===== config.mk =====
export PLATFORM = sky130hd
export DESIGN_NAME = fetch_stage
export DESIGN_NICKNAME = d
export VERILOG_FILES = /design/src/rtl/fetch_stage_pkg.sv /design/src/rtl/fetch_stage.sv
export SDC_FILE = /design/constraint.sdc
export NUM_CORES = 1
export LEC_CHECK = 0
export BUFFER_PORTS_ARGS = -buffer_cell sky130_fd_sc_hd__buf_2
export CAP_MARGIN = 20
export CORE_MARGIN = 2
export CORE_UTILIZATION = 48
export CTS_BUF_LIST = sky130_fd_sc_hd__clkbuf_4
export DETAILED_ROUTE_END_ITERATION = 8
export HOLD_SLACK_MARGIN = 0.02
export PLACE_DENSITY = 0.8
export SYNTH_ARGS = -nofsm -noshare
export SYNTH_HDL_FRONTEND = slang
export SYNTH_SLANG_ARGS = --single-unit

===== constraint.sdc =====
create_clock -name clk -period 4.5 [get_ports clk]
set_input_delay 1.125 -clock clk [delete_from_list [all_inputs] [get_ports clk]]
set_output_delay 1.125 -clock clk [all_outputs]
set_load 0.01 [all_outputs]

===== src/rtl/fetch_stage_pkg.sv =====
// fetch_stage_pkg
// Shared constants and the FSM state type for the instruction fetch stage.
//   XLEN             : instruction / address width
//   RESET_PC_DEFAULT : PC loaded on reset unless overridden by the top parameter
//   NOP_INST         : value of the decode register after reset (addi x0,x0,0)
//   fetch_state_t    : FS_FETCH / FS_WAIT / FS_KILL
package fetch_stage_pkg;

    localparam int          XLEN             = 32;
    localparam logic [31:0] RESET_PC_DEFAULT = 32'h0000_0000;
    localparam logic [31:0] NOP_INST         = 32'h0000_0013;

    typedef enum logic [1:0] {
        FS_FETCH = 2'd0,
        FS_WAIT  = 2'd1,
        FS_KILL  = 2'd2
    } fetch_state_t;

endpackage


===== src/rtl/fetch_stage.sv =====
// fetch_stage
// Owns the PC, issues single-outstanding word reads to instruction memory and
// holds each returned instruction with its PC in a one-entry register for decode.
// Redirects from execute steer the PC, flush the register and squash in-flight reads.
//
// Ports
//   clk, rst         : clock, synchronous active-high reset
//   imem_req_valid   : out, fetch request valid
//   imem_req_addr    : out, word-aligned fetch address
//   imem_req_ready   : in,  memory accepts the request
//   imem_rsp_valid   : in,  read data valid
//   imem_rsp_data    : in,  instruction word
//   redirect_valid   : in,  execute requests a PC change
//   redirect_pc      : in,  new PC (bits [1:0] ignored)
//   id_ready         : in,  decode consumes the output register
//   id_valid         : out, output register holds an instruction
//   id_inst, id_pc   : out, instruction and its address
//
// state    | meaning
// ---------+-------------------------------------------------------------
// FS_FETCH | no request outstanding; request pc when the slot is free
// FS_WAIT  | one request outstanding, its response fills the slot
// FS_KILL  | one stale request outstanding, its response is discarded
module fetch_stage
    import fetch_stage_pkg::*;
#(
    parameter int                    DATA_WIDTH = XLEN,
    parameter logic [DATA_WIDTH-1:0] RESET_PC   = RESET_PC_DEFAULT
) (
    input  logic                  clk,
    input  logic                  rst,
    output logic                  imem_req_valid,
    output logic [DATA_WIDTH-1:0] imem_req_addr,
    input  logic                  imem_req_ready,
    input  logic                  imem_rsp_valid,
    input  logic [DATA_WIDTH-1:0] imem_rsp_data,
    input  logic                  redirect_valid,
    input  logic [DATA_WIDTH-1:0] redirect_pc,
    input  logic                  id_ready,
    output logic                  id_valid,
    output logic [DATA_WIDTH-1:0] id_inst,
    output logic [DATA_WIDTH-1:0] id_pc
);

    fetch_state_t          state;
    logic [DATA_WIDTH-1:0] pc;
    logic [DATA_WIDTH-1:0] req_pc;
    logic                  slot_free;
    logic                  req_fire;
    logic                  unused_redirect_lsbs;

    // The slot counts as free when decode drains it this cycle, so a request
    // can overlap the consume. Once raised, req_valid cannot drop without a
    // handshake or redirect: the slot stays free while in FS_FETCH.
    assign slot_free      = !id_valid || id_ready;
    assign imem_req_valid = !rst && (state == FS_FETCH) && slot_free;
    assign imem_req_addr  = pc;
    assign req_fire       = imem_req_valid && imem_req_ready;

    assign unused_redirect_lsbs = ^redirect_pc[1:0];

    always_ff @(posedge clk) begin
        if (rst) begin
            state    <= FS_FETCH;
            pc       <= RESET_PC;
            req_pc   <= RESET_PC;
            id_valid <= 1'b0;
            id_inst  <= DATA_WIDTH'(NOP_INST);
            id_pc    <= RESET_PC;
        end else if (redirect_valid) begin
            // Redirect wins over handshake, response and consume alike.
            pc       <= {redirect_pc[DATA_WIDTH-1:2], 2'b00};
            id_valid <= 1'b0;
            case (state)
                FS_FETCH: state <= req_fire ? FS_KILL : FS_FETCH;
                FS_WAIT,
                FS_KILL:  state <= imem_rsp_valid ? FS_FETCH : FS_KILL;
                default:  state <= FS_FETCH;
            endcase
        end else begin
            if (id_valid && id_ready) begin
                id_valid <= 1'b0;
            end
            case (state)
                FS_FETCH: begin
                    if (req_fire) begin
                        pc     <= pc + DATA_WIDTH'(4);
                        req_pc <= pc;
                        state  <= FS_WAIT;
                    end
                end
                FS_WAIT: begin
                    if (imem_rsp_valid) begin
                        id_inst  <= imem_rsp_data;
                        id_pc    <= req_pc;
                        id_valid <= 1'b1;
                        state    <= FS_FETCH;
                    end
                end
                FS_KILL: begin
                    if (imem_rsp_valid) begin
                        state <= FS_FETCH;
                    end
                end
                default: state <= FS_FETCH;
            endcase
        end
    end

endmodule


==> flow_metrics.tcl <==
set metrics [dict create \
    min_path_type "reg2reg" \
    final_core_util_pct 59.6 \
    post_drt_wl_per_cell_um 15.0 \
    die_x_um 110 \
    crit_slowest_cell "nand2b_1" \
    crit_fanout 28 \
    num_vias 5418 \
    numClockSinks 125 \
    drc 0 \
    h-tree-depth 4 \
    fin_crit_ns 3.07 \
    ant_nets 0 \
    grt_pass1_wl_mm 22.3 \
    synth_top_area_share_pct 46.6 \
    area_growth_pct 20.8 \
    vias_per_cell 5.53 \
    numCtsBuffers 17 \
    internal_power_mw 1.49 \
    crit_buf_inv 2 \
    place_area_um2 6230 \
    synth.area.mux_share_pct 0 \
    tightest_slew_ns 0.992 \
    setup-violations-final 0 \
    synth.most_common_cell "nand2_1" \
    overflow 0 \
    holdBufCountCts 0 \
    worst_slack_ns 1.43 \
    synth_top_family_by_area "simple AND/OR/NAND/NOR gates" \
    ys_types 50 \
    swShare_pct 29.0 \
    rows 38 \
    status "complete, no violations" \
    io-pin-count 168 \
    grt_usage_pct 23.7 \
    die_height_um 110 \
    root_buffer "clkbuf_4" \
    fin_skew_ns 0.0180 \
    crit_type "in2out" \
    initial_core_util_pct 49.4 \
    peakVddDrop_mv 0.168 \
    synth_compound_area_share_pct 17.8 \
    fillerInstances 1068 \
    post_cts_buffers 0 \
    synth_edf_count 0 \
    tns_ns 0 \
    clock_power_share_pct 34.9 \
    post_cts_resized 0 \
    critical_path_required_ns 3.38 \
    fin_area_um2 6490 \
    synth-simple-area-share_pct 29.1 \
    grt_setup_unrepaired "no" \
    nets 901 \
    drive_gt1_share_pct 24.6 \
    critPathLaunchType "input port" \
    synth_xor_area_share_pct 0.652 \
    seq_power_share_pct 56.2 \
    postSynthCellCount 692 \
    drtIter0Drc 533 \
    drt_wl_total_mm 14.7 \
    synth.avg_cell_area_um2 7.77 \
    ys_ff_latch 125 \
    place_ws_ns 1.17 \
    hold_viol_final 0 \
    dieArea_um2 12100 \
    crit_path_end_kind "output pin" \
    cts_tree "yes" \
    cp_cell_sequence "buf_4, nand2b_1, nor2_1, buf_2" \
    synth_ff_type "dfxtp_1" \
    hpwl_mm 9.91 \
    synth.area.top_cells "dfxtp_1 (47%), nand2_1 (14%), a21oi_1 (8.4%), clkbuf_1 (3.1%), nand3_1 (2.5%)" \
    gp_congestion 0.906 \
    clk_latency_ns 0.52 \
    power.static_leakage_nw 2.56 \
    p_sw_mw 0.609 \
    max_freq_mhz 325 \
    grt_max_degree 96 \
    pwr-share-comb_pct 8.9 \
    period_share_pct 68.3 \
    power.density_nw_per_um2 323 \
    cp.arrival_ns 1.95 \
    drv_cap 0 \
    maxSlewViolCount 0 \
    crit_family "buffers and inverters" \
    clock_path_buffers 2 \
    synth_top_cell_by_area "dfxtp_1" \
    synthAdderAreaFrac_pct 0.931 \
    syn_area_um2 5380 \
    slew_headroom_pct 33.9 \
    diodes 0 \
    async_reset_ff_share_pct 0 \
    grt_pass1_vias 4556 \
    clk_pin_slew_worst_paths_ns 0.12 \
    antenna_found_initial 0 \
    core_area_um2 10900 \
    io_buffers 161 \
    ys_seq_area_share_pct 46.6 \
    crit_path_max_incr_delay_ns 0.30 \
    ys.warnings.count 0 \
    dr.pass1.iters 5 \
    netlist_top_cells_count "nand2_1 (199), dfxtp_1 (125), a21oi_1 (90)" \
]
==> worst paths after layout <==
path,slack [ns],endpoint,cells after the start,from
max,1.43,imem_req_valid,4,rst
min reg2reg,0.45,id_pc[4],2,req_pc[4]
min,0.45,id_pc[4],2,req_pc[4]
max reg2reg,1.95,imem_req_addr[14],6,state[0]
==> sequential cells by signal (all words and copies together), names as in the netlist <==
name,count
id_valid,1
imem_req_addr,30
state,2
id_inst,32
req_pc,30
id_pc,30
==> logic make-up after synthesis <==
kind of cell             after synthesis
other                                  1
buffers and inverters                 65
XOR/XNOR                               4
AO/OA/AOI/OAI                        154
flip-flops                           125
AND/OR/NAND/NOR                      339
adder cells (fa/ha/maj)                4
==> worst min-delay path: stages, from the launching register on <==
cell and delay (ns):
dfxtp_1 0.33, nand2_1 0.05, a21oi_1 0.05
==> stage by stage <==
stage | total power [mW] | hold WS (ns) | std cells
3_3_place_gp | 1.39 | 0.439 | 948
6_report | 2.10 | 0.447 | 980
3_5_place_dp | 1.39 | 0.444 | 948
4_1_cts | 2.11 | 0.452 | 980
5_1_grt | 2.20 | 0.467 | 980
2_1_floorplan | 1.30 | 0.432 | 695
==> power groups by stage <==
stage,registers [mW],logic (mW),clock network (mW)
final,1.18,0.187,0.734
after global routing,1.18,0.206,0.804
after CTS,1.18,0.186,0.747
after detailed placement,1.20,0.186,0
after global placement,1.20,0.184,0
after floorplan,1.20,0.102,0
==> placed cells by master (no fill, tap or decap), types with 3 or more instances in the layout <==
cell type and instances:
inv_6 4, a2111oi_0 3, conb_1 4, xnor2_1 3, nor2b_1 8, or3_1 5, nor2_1 26, a32oi_1 4
dfxtp_1 125, nand2_1 199, nand2b_1 5, ha_1 4, and4_1 3, clkinvlp_4 3, o21ai_0 10, nor3_1 8
nor4_1 10, a311oi_1 12, a21oi_1 90, or4_1 13, clkinv_4 4, nand3_1 26, clkbuf_4 17, inv_1 10
o31ai_1 10, buf_2 160, a211oi_1 7, buf_4 7, clkinv_2 3, and3_1 10, o31a_1 3, nand4_1 14
==> cell type report <==
class                   instances  area, µm²  area share, %
multi-input cells             505       2640           40.7
flip-flops and latches        125       2500           38.5
repair buffers                168        873           13.4
well taps                     140        175           2.70
clock inverters                15        138           2.12
clock buffers                  17        128           1.97
inverters                      10       37.5          0.578
==> per-layer routing <==
metal | vias to the layer above | GRT usage [%] | part of all wire [%]
li1 | 2696 | - | -
met1 | 2473 | 32.2 | 45
met2 | 228 | 35.5 | 45
met3 | 21 | 6.99 | 8.5
met4 | 0 | 8.32 | 1.5
met5 | - | 0 | 0
Note: power is estimated with default switching activity, not from simulation.
